$ cat config.mk
export PLATFORM = sky130hd
export DESIGN_NAME = key_event_decoder
export DESIGN_NICKNAME = d
export VERILOG_FILES = /design/src/rtl/key_event_decoder.sv
export SDC_FILE = /design/constraint.sdc
export NUM_CORES = 1
export LEC_CHECK = 0
export ABC_AREA = 1
export ABC_CLOCK_PERIOD_IN_PS = 4160
export BUFFER_PORTS_ARGS = -buffer_cell sky130_fd_sc_hd__buf_2
export CORE_MARGIN = 10
export CORE_UTILIZATION = 30
export CTS_BUF_LIST = sky130_fd_sc_hd__clkbuf_4 sky130_fd_sc_hd__clkbuf_8 sky130_fd_sc_hd__clkbuf_16
export DETAILED_ROUTE_END_ITERATION = 16
export PLACE_DENSITY = 0.52
export SYNTH_ARGS = -nofsm -noshare
export SYNTH_HDL_FRONTEND = slang
export SYNTH_SLANG_ARGS = --single-unit
$ cat constraint.sdc
create_clock -name clk -period 4.16 [get_ports clk]
set_clock_uncertainty 0.15 [all_clocks]
set_input_delay 0.624 -clock clk [delete_from_list [all_inputs] [get_ports clk]]
set_output_delay 0.624 -clock clk [all_outputs]
set_load 0.01 [all_outputs]
$ cat src/rtl/key_event_decoder.sv
// Classifies debounced key strobes into single click, double click, long press
// and auto-repeat events; one instance per button.
module key_event_decoder #(
    parameter int unsigned CNT_W      = 26,
    parameter int unsigned LONG_CYC   = 50_000_000,
    parameter int unsigned REPEAT_CYC = 10_000_000,
    parameter int unsigned DCLICK_CYC = 15_000_000
) (
    input  logic clk,
    input  logic rst_n,
    input  logic key_flag,
    input  logic key_value,
    output logic pressed,
    output logic single_pulse,
    output logic double_pulse,
    output logic long_pulse,
    output logic repeat_pulse
);

    typedef enum logic [2:0] {
        IDLE,
        HELD,
        LONG,
        WAIT2,
        HELD2
    } state_t;

    // Timeouts compare against X_CYC-1 so the event lands X_CYC cycles after entry
    localparam logic [CNT_W-1:0] LONG_LAST   = CNT_W'(LONG_CYC - 1);
    localparam logic [CNT_W-1:0] REPEAT_LAST = CNT_W'(REPEAT_CYC - 1);
    localparam logic [CNT_W-1:0] DCLICK_LAST = CNT_W'(DCLICK_CYC - 1);

    state_t           state, state_nxt;
    logic [CNT_W-1:0] cnt, cnt_nxt;
    logic             press_ev, rel_ev;
    logic             pressed_nxt;
    logic             single_nxt, double_nxt, long_nxt, repeat_nxt;

    assign press_ev = key_flag & ~key_value;
    assign rel_ev   = key_flag &  key_value;

    // State, counter and registered outputs
    always_ff @(posedge clk or negedge rst_n) begin
        if (!rst_n) begin
            state        <= IDLE;
            cnt          <= '0;
            pressed      <= 1'b0;
            single_pulse <= 1'b0;
            double_pulse <= 1'b0;
            long_pulse   <= 1'b0;
            repeat_pulse <= 1'b0;
        end else begin
            state        <= state_nxt;
            cnt          <= cnt_nxt;
            pressed      <= pressed_nxt;
            single_pulse <= single_nxt;
            double_pulse <= double_nxt;
            long_pulse   <= long_nxt;
            repeat_pulse <= repeat_nxt;
        end
    end

    // Next state and pulse decode; events take priority over timeouts
    always_comb begin
        state_nxt  = state;
        cnt_nxt    = cnt;
        single_nxt = 1'b0;
        double_nxt = 1'b0;
        long_nxt   = 1'b0;
        repeat_nxt = 1'b0;

        case (state)
            IDLE: begin
                if (press_ev) state_nxt = HELD;
            end
            HELD: begin
                if (rel_ev) begin
                    state_nxt = WAIT2;
                end else if (cnt == LONG_LAST) begin
                    long_nxt  = 1'b1;
                    state_nxt = LONG;
                end
            end
            LONG: begin
                if (rel_ev) begin
                    state_nxt = IDLE;
                end else if (cnt == REPEAT_LAST) begin
                    repeat_nxt = 1'b1;
                end
            end
            WAIT2: begin
                if (press_ev) begin
                    state_nxt = HELD2;
                end else if (cnt == DCLICK_LAST) begin
                    single_nxt = 1'b1;
                    state_nxt  = IDLE;
                end
            end
            HELD2: begin
                if (rel_ev) begin
                    double_nxt = 1'b1;
                    state_nxt  = IDLE;
                end else if (cnt == LONG_LAST) begin
                    single_nxt = 1'b1;
                    long_nxt   = 1'b1;
                    state_nxt  = LONG;
                end
            end
            default: state_nxt = IDLE;
        endcase

        // Counter restarts on any state change and on each repeat period
        if ((state_nxt != state) || repeat_nxt) begin
            cnt_nxt = '0;
        end else if (state != IDLE) begin
            cnt_nxt = cnt + CNT_W'(1);
        end

        pressed_nxt = (state_nxt == HELD) || (state_nxt == LONG) || (state_nxt == HELD2);
    end

endmodule

==> results.py, run 1 <==
metrics = {
    "timing": {
        "min_period_ns": 2.38,
        "fmax_ghz": 0.421,
        "slew_violations": 0,
        "rsz0062_at_grt": "no",
        "post-route-period-util": 0.571,
        "tns_ns": 0,
        "setup_violations": 0,
        "hold_viol_final": 0,
        "slew_headroom": 0.489,
        "tightestPinTransition_ns": 0.767,
    },
    "routing": {
        "num_vias": 1738,
        "avgRoutedWirePerCell_um": 11.9,
        "wl_mm": 4.57,
        "drtAntennaViolNets": 0,
        "first_pass_iters": 4,
        "drt-initial-drc-count": 83,
        "vias_per_cell": 4.51,
        "drcViolationCount": 0,
    },
    "synthesis": {
        "synthCells": 278,
        "syn_avg_cell_area_um2": 7.77,
        "synth_area_um2": 2160,
        "synth_cell_type_count": 29,
        "yosys_warnings": 0,
        "yosys-top-cells-area": "dfrtp_1, nand2_1, xor2_1",
        "synth_fp_nets": 283,
        "yosysSeqAreaShare": 0.394,
        "synth_largest_area_cell": "dfrtp_1",
        "synth-seq-cells": 34,
        "synth_top_cell_area_share": 0.394,
    },
    "run": {
        "max_cap_violations": 0,
    },
    "layout": {
        "antenna_cells": 0,
        "area_growth_syn_to_layout_pct": 9.79,
        "register_area_um2": 851,
        "multi_input_area_um2": 1130,
        "layout-drive-gt1-share": 0.197,
        "fill_cells": 752,
        "fin_nets": 293,
    },
    "global_routing": {
        "grt.total_usage": 0.0875,
        "antenna_found_initial": 0,
        "grt_pass1_wl_mm": 8.09,
        "first_global_vias": 1728,
        "grt_remaining_overflow": 0,
        "grt_max_degree": 35,
    },
    "power": {
        "switchingPower_mw": 0.429,
        "vdd_drop_max_uv": 264,
        "internal-power_mw": 0.579,
        "p_per_area_nw_per_um2": 425,
        "p_seq_frac": 0.376,
        "pwr-share-comb": 0.364,
        "power_mw": 1.01,
        "pwr-share-clk": 0.260,
        "leakage_nw": 0.960,
        "sw_frac_of_total": 0.426,
    },
    "clock_network": {
        "ctsResizeCount": 0,
        "hold_buffers": 0,
        "cts-htree-levels": 2,
        "cts_sinks": 34,
        "cts_tree": "done",
        "cts_root_buffer": "clkbuf_8",
        "clkLatencyLatePin_ns": 0.29,
        "cts_buffers": 5,
        "cts_setup_buffers": 0,
        "cts_buffer_depth": 2,
        "clkTransAtPathRegs_ns": 0.07,
    },
    "setup_path": {
        "critPathMaxFanout": 26,
        "cp-end-kind": "register",
        "required_ns": 4.21,
        "criticalPathCategory": "register to register",
        "start_kind": "register",
        "rrSetupSlack_ns": 1.78,
        "crit_arrival_ns": 2.43,
    },
    "run_status": {
        "status": "finished clean",
    },
    "floorplan": {
        "rows": 30,
        "ios": 9,
        "die_w_um": 105,
        "dieArea_um2": 11000,
        "start_util": 0.313,
        "die_h_um": 105,
        "fp.coreArea_um2": 6910,
    },
    "min_path": {
        "min_path_type": "input pin to asynchronous set/reset pin",
    },
    "placed_design": {
        "detailed_place_hpwl_mm": 3.44,
        "io_buffers": 8,
        "place_congestion": 0.799,
    },
}
[kinds of logic (layout without fill, tap and decap cells)]
group / after synthesis / after routing / share of synthesized area
buffers and inverters: 42 / 53 / 0.0846
adders and majority gates: 1 / 1 / 0.00579
xor gates and xnor gates: 19 / 19 / 0.0771
DFF: 34 / 34 / 0.394
AOI/OAI and AO/OA: 14 / 14 / 0.0348
and+or+nand+nor: 167 / 167 / 0.399
muxes: 1 / 1 / 0.00464
[area by class of cell]
cell class	instances	share of cell area
repair buffers	8	0.0169
inverters	37	0.0586
multi-input cells	202	0.475
clock inverters	1	0.00211
well taps	96	0.0507
flip-flops and latches	34	0.359
clock buffers	7	0.0380
[metal layers]
layer,up-vias,GRT usage,routed length (µm)
met3,9,0.0221,211
met4,0,0.0363,91
li1,896,-,-
met2,39,0.130,1980
met5,-,0,0
met1,794,0.118,2290
[cells in the mapped netlist, drive strengths merged]
cell type,number
a21oi,2
and2,1
buf,5
dfrtp,34
ha,1
inv,37
mux2i,1
nand2,59
nand3,21
nand3b,2
nand4,6
nor2,64
nor3,9
nor4,5
o211ai,1
o21ai,9
o22ai,2
xnor2,2
xor2,17
[final timing paths]
path,start,endpoint,cells past startpoint
worst max-delay path,cnt[1],cnt[11],13
worst min-delay path,rst_n,cnt[14],1
worst max register to register,cnt[1],cnt[11],13
worst min register to register,state[1],double_pulse,1
max in group asynchronous,rst_n,cnt[3],1
min in group clk,state[1],double_pulse,1
[worst max-delay path: stages, from the launching register on]
cell and delay [ns]:
dfrtp_1 0.37, ha_1 0.17, nand2_1 0.09, nor2_2 0.18, nand2_1 0.08, nor2_1 0.11
nand2_1 0.08, nand2_2 0.08, nand2_1 0.06, nand2_2 0.07, nand3_1 0.08, nand2_2 0.09
nand3_4 0.41, nor2_1 0.24
[registers in the layout, indices dropped and copies added (netlist names)]
name          count
double_pulse      1
state             3
repeat_pulse      1
cnt              26
long_pulse        1
single_pulse      1
pressed           1
[metrics by stage]
step,utilization,hold WS (ns),worst slack [ns],std cells,cell area (µm²)
global route,0.343,0.326,1.49,385,2370
finish,0.343,0.258,1.78,385,2370
floorplan,-,0.178,2.23,278,2160
detailed placement,0.330,0.433,1.69,377,2280
global placement,0.330,0.429,1.77,377,2280
CTS,0.343,0.283,1.74,385,2370
[cell usage in the layout, fill, tap and decap left out, drive strengths merged]
master,instances
clkbuf,7
nand4,6
nor3,9
ha,1
nand3b,2
a21oi,2
dfrtp,34
o21ai,9
xnor2,2
mux2i,1
nand2,59
nor2,64
nand3,21
o22ai,2
inv,37
clkinv,1
o211ai,1
nor4,5
buf,8
and2,1
xor2,17
[power by group through the flow]
stage                     clock, mW  sequential (mW)  combinational [mW]
after floorplan                   0            0.377               0.374
after global placement            0            0.385               0.372
after detailed placement          0            0.386               0.377
after CTS                     0.272            0.379               0.378
after global routing          0.288            0.384               0.412
final                         0.262            0.379               0.367
(Power assumes the default switching activity.)
==> run 2: changes to the inputs <==
--- a/config.mk
+++ b/config.mk
@@ -6,7 +6,7 @@
 export NUM_CORES = 1
 export LEC_CHECK = 0
 export ABC_AREA = 1
-export ABC_CLOCK_PERIOD_IN_PS = 4160
+export ABC_CLOCK_PERIOD_IN_PS = 2200
 export BUFFER_PORTS_ARGS = -buffer_cell sky130_fd_sc_hd__buf_2
 export CORE_MARGIN = 10
 export CORE_UTILIZATION = 30
==> constraint.sdc (replaced) <==
create_clock -name clk -period 2.2 [get_ports clk]
set_clock_uncertainty 0.15 [all_clocks]
set_input_delay 0.33 -clock clk [delete_from_list [all_inputs] [get_ports clk]]
set_output_delay 0.33 -clock clk [all_outputs]
set_load 0.01 [all_outputs]
==> run 2 against run 1 <==
  * Sequential share of layout area fell by 2.3 points
  * Critical path depth up 2
  * Global-route usage increased by 0.30 points
  * Core utilization is 2.4 points higher
  * Total power is 130% higher
  * Register-to-register slack worse by 1.7 ns
  * Via count is 2.4% higher
  * Final area up 7.1%
==> results.py, run 2 (synthesis results as in run 1) <==
metrics = {
    "setup_path": {
        "criticalPathCategory": "register to register",
        "critPathMaxFanout": 7,
        "cp-end-kind": "register",
        "start_kind": "register",
        "crit_arrival_ns": 2.10,
        "required_ns": 2.22,
    },
    "timing": {
        "worst_hold_slack_ns": 0.286,
        "tightestPinTransition_ns": 0.756,
        "fmax_ghz": 0.481,
        "rsz0062_at_grt": "yes",
        "hold_viol_final": 0,
        "slew_violations": 0,
        "min_period_ns": 2.08,
        "setup_violations": 0,
        "slew_headroom": 0.496,
        "post-route-period-util": 0.946,
    },
    "power": {
        "p_per_area_nw_per_um2": 919,
        "leakage_nw": 1.05,
        "vdd_drop_max_uv": 483,
    },
    "clock_network": {
        "clkTransAtPathRegs_ns": 0.07,
        "cts_tree": "done",
        "clkLatencyLatePin_ns": 0.29,
        "cts_sinks": 34,
        "cts_root_buffer": "clkbuf_8",
        "cts-htree-levels": 2,
        "cts_buffer_depth": 2,
        "cts_buffers": 5,
    },
    "layout": {
        "antenna_cells": 0,
        "area_growth_syn_to_layout_pct": 17.6,
        "design_area_um2": 2540,
        "largest_register_ffs": 26,
        "regMostFlops": "cnt",
        "layout-drive-gt1-share": 0.247,
        "layout_commonest_cell": "nand2_1",
        "reg.largest.list": "cnt x26, state x3",
        "fin_nets": 305,
        "finish.utilization": 0.368,
        "layout_common_cells": "nand2_1, nor2_1, inv_1, dfrtp_1, nand3_1",
        "fill_cells": 751,
    },
    "floorplan": {
        "ios": 9,
        "dieArea_um2": 11000,
        "start_util": 0.313,
        "die_w_um": 105,
        "rows": 30,
        "die_h_um": 105,
        "fp.coreArea_um2": 6910,
    },
    "routing": {
        "drt-initial-drc-count": 129,
        "avgRoutedWirePerCell_um": 12.3,
        "drcViolationCount": 0,
        "first_pass_iters": 4,
        "wl_mm": 4.87,
        "vias_per_cell": 4.49,
        "drtAntennaViolNets": 0,
        "num_vias": 1779,
    },
    "placed_design": {
        "place_congestion": 0.836,
        "detailed_place_hpwl_mm": 3.57,
        "io_buffers": 8,
        "place_area_um2": 2350,
    },
    "run": {
        "max_cap_violations": 0,
    },
    "global_routing": {
        "grt_pass1_wl_mm": 8.38,
        "grt.total_usage": 0.0906,
        "grt_remaining_overflow": 0,
        "antenna_found_initial": 0,
        "first_global_vias": 1777,
        "grt_max_degree": 35,
    },
    "run_status": {
        "status": "finished clean",
    },
    "min_path": {
        "min_path_type": "input pin to register",
    },
}
run 2: final timing paths:
kind	start	end	slack [ns]	cells after the start
worst min-delay path	key_value	double_pulse	0.29	3
worst min register to register	cnt[15]	cnt[15]	0.44	2
worst max-delay path	cnt[1]	cnt[6]	0.12	15
worst max register to register	cnt[1]	cnt[6]	0.12	15
min in group asynchronous	rst_n	cnt[9]	0.50	2
max in group asynchronous	rst_n	cnt[16]	0.88	2
run 2: power breakdown:
part	internal [mW]	leakage [nW]	total, mW	switching (mW)
combinational	0.506	0.535	1.15	0.646
clock	0.242	0.0452	0.460	0.218
sequential	0.670	0.469	0.721	0.0510
total	1.42	1.05	2.33	0.915
run 2: per-stage QoR:
step                worst slack (ns)  power [mW]  std cells  TNS, ns
finish                         0.119        2.33        396        0
global route                 -0.0547        2.48        396   -0.800
CTS                           0.0903        2.14        392        0
detailed placement             0.103        1.67        384        0
global placement               0.133        1.67        384        0
floorplan                      0.314        1.42        278        0
run 2: worst max-delay path, cell delays in order (launching register included):
cell	delay, ns
dfrtp_1	0.37
ha_2	0.21
nand2_4	0.06
nor2_4	0.15
nand2_1	0.07
nor2_1	0.08
nand2_1	0.07
nand2_2	0.09
nand2_2	0.05
nand2_2	0.06
nand2_2	0.07
nand2_2	0.06
nand2_2	0.06
nand3_4	0.15
clkbuf_16	0.21
nor2_4	0.03
run 2: metal layers:
layer  track usage  part of all wire  vias to the layer above  wire length, µm
li1              -                 -                      912                -
met1         0.120              0.49                      838             2370
met2         0.137              0.46                       23             2250
met3        0.0233             0.035                        6              168
met4        0.0353             0.016                        0               80
met5             0                 0                        -                0
run 2: cell type report:
type | count | area (µm²) | area share
clock buffers | 7 | 83.8 | 0.0330
inverters | 37 | 139 | 0.0547
multi-input cells | 202 | 1150 | 0.453
flip-flops and latches | 34 | 852 | 0.336
well taps | 96 | 120 | 0.0473
repair buffers | 20 | 193 | 0.0759
run 2: repair_timing:
action / CTS / global route
resized for setup: 0 / 9
buffers inserted: 0 / 2
endpoints found under the hold margin: 25 / 0
setup endpoints to repair: 0 / 26
hold buffers: 1 / 0
==> run 3: changes to the inputs <==
--- a/config.mk
+++ b/config.mk
@@ -6,7 +6,7 @@
 export NUM_CORES = 1
 export LEC_CHECK = 0
 export ABC_AREA = 1
-export ABC_CLOCK_PERIOD_IN_PS = 2200
+export ABC_CLOCK_PERIOD_IN_PS = 2700
 export BUFFER_PORTS_ARGS = -buffer_cell sky130_fd_sc_hd__buf_2
 export CORE_MARGIN = 10
 export CORE_UTILIZATION = 30
==> constraint.sdc (replaced) <==
create_clock -name clk -period 2.7 [get_ports clk]
set_clock_uncertainty 0.15 [all_clocks]
set_input_delay 0.405 -clock clk [delete_from_list [all_inputs] [get_ports clk]]
set_output_delay 0.405 -clock clk [all_outputs]
set_load 0.01 [all_outputs]
==> run 3 against run 2 <==
  * Fmax down 12%
  * First-iteration DRC count is 36% lower
  * Total power shrank 33%
  * Count of clock-buffer cells in the layout did not move
  * Setup slack better by 0.22 ns
  * Global-route usage shrank 0.24 points
  * Clock power shrank 14%
  * Final area fell by 6.3%
  * Critical endpoint is now cnt[11]
  * Largest cell class unchanged
  * Highest routed layer unchanged
==> results.py, run 3 (synthesis results as in run 1) <==
metrics = {
    "run_status": {
        "status": "finished clean",
    },
    "clock_network": {
        "cts_sinks": 34,
        "clkLatencyLatePin_ns": 0.28,
        "ctsResizeCount": 0,
        "cts_tree": "done",
        "cts_root_buffer": "clkbuf_8",
        "hold_buffers": 0,
        "cts_buffers": 5,
        "cts_setup_buffers": 0,
        "cts_buffer_depth": 2,
        "clkTransAtPathRegs_ns": 0.07,
        "cts-htree-levels": 2,
    },
    "timing": {
        "rsz0062_at_grt": "no",
        "hold_viol_final": 0,
        "tns_ns": 0,
        "min_period_ns": 2.36,
        "slew_violations": 0,
        "slew_headroom": 0.503,
        "setup_slack_ns": 0.343,
        "fmax_ghz": 0.424,
        "tightestPinTransition_ns": 0.745,
        "setup_violations": 0,
        "post-route-period-util": 0.873,
    },
    "routing": {
        "wl_mm": 4.62,
        "num_vias": 1739,
        "drtAntennaViolNets": 0,
        "avgRoutedWirePerCell_um": 12.0,
        "drt-initial-drc-count": 82,
        "drcViolationCount": 0,
        "vias_per_cell": 4.51,
        "first_pass_iters": 4,
    },
    "run": {
        "max_cap_violations": 0,
    },
    "placed_design": {
        "pre_cts_ws_ns": 0.356,
        "place_congestion": 0.851,
        "detailed_place_hpwl_mm": 3.53,
        "io_buffers": 8,
    },
    "power": {
        "vdd_drop_max_uv": 388,
        "leakage_nw": 0.965,
        "p_per_area_nw_per_um2": 662,
    },
    "layout": {
        "fin_nets": 294,
        "area_growth_syn_to_layout_pct": 10.1,
        "layout_common_cells": "nand2_1, nor2_1, dfrtp_1",
        "largest_register_ffs": 26,
        "reg.largest.list": "cnt x26, state x3",
        "regMostFlops": "cnt",
        "layout-drive-gt1-share": 0.200,
        "antenna_cells": 0,
        "layout_commonest_cell": "nand2_1",
    },
    "floorplan": {
        "fp.coreArea_um2": 6910,
        "die_h_um": 105,
        "ios": 9,
        "dieArea_um2": 11000,
        "start_util": 0.313,
        "rows": 30,
        "die_w_um": 105,
    },
    "global_routing": {
        "first_global_vias": 1685,
        "antenna_found_initial": 0,
        "grt_remaining_overflow": 0,
        "grt.total_usage": 0.0881,
        "grt_pass1_wl_mm": 8.05,
        "grt_max_degree": 35,
    },
    "setup_path": {
        "cp-end-kind": "register",
        "required_ns": 2.75,
        "crit_arrival_ns": 2.41,
        "critPathMaxFanout": 26,
        "start_kind": "register",
        "criticalPathCategory": "register to register",
    },
    "min_path": {
        "min_path_type": "input pin to asynchronous set/reset pin",
    },
}
==> run 3: cell count changes in the layout (fill, tap and decap cells not counted), moves of 2 or more <==
cell	change
buf_12	-2
buf_4	-6
clkbuf_16	-2
nand2_1	+3
nand2_2	-2
nor2_1	+2
==> run 3: layout make-up <==
class,count,area [µm²]
Clock buffer,7,90.1
Multi-Input combinational cell,202,1130
Inverter,37,139
Timing Repair Buffer,9,47.5
Fill cell,772,4530
Tap cell,96,120
Sequential cell,34,851
Clock inverter,1,5.00
==> run 3: per-layer routing <==
metal / vias to the layer above / part of all wire / routed length [µm] / global-route usage
met5: - / 0 / 0 / 0
met4: 0 / 0.015 / 68 / 0.0343
met3: 4 / 0.036 / 166 / 0.0258
met2: 24 / 0.45 / 2100 / 0.133
met1: 813 / 0.50 / 2290 / 0.115
li1: 898 / - / - / -
==> run 3: worst paths after layout <==
kind                       cells after the start           end       from  slack (ns)
min in group clk                               3  double_pulse  key_value        0.37
max in group asynchronous                      1       cnt[24]      rst_n        1.89
min reg2reg                                    2       cnt[15]    cnt[15]        0.44
max                                           13       cnt[11]     cnt[1]        0.34
min                                            1       cnt[21]      rst_n        0.03
max reg2reg                                   13       cnt[11]     cnt[1]        0.34
==> run 3: power breakdown <==
group / internal [mW] / leakage, nW / switching [mW] / total (mW)
Clock: 0.216 / 0.0517 / 0.182 / 0.397
Combinational: 0.144 / 0.443 / 0.447 / 0.591
Sequential: 0.546 / 0.471 / 0.0401 / 0.586
Total: 0.906 / 0.965 / 0.669 / 1.57
==> run 3: critical path, cell delays in order, from the launching register on <==
cell	delay, ns
dfrtp_1	0.37
ha_1	0.17
nand2_1	0.09
nor2_2	0.18
nand2_1	0.08
nor2_1	0.12
nand2_1	0.08
nand2_2	0.08
nand2_1	0.06
nand2_2	0.07
nand3_1	0.08
nand2_2	0.09
nand3_4	0.40
nor2_1	0.23
==> run 3: metrics by stage <==
step	total power, mW	util	cells	hold WS (ns)	area (µm²)
finish	1.58	0.344	386	0.0348	2380
CTS	1.61	0.344	386	0.0720	2380
global placement	1.20	0.331	378	0.372	2280
floorplan	1.16	-	278	-0.0406	2160
global route	1.69	0.344	386	0.101	2380
detailed placement	1.20	0.331	378	0.384	2280
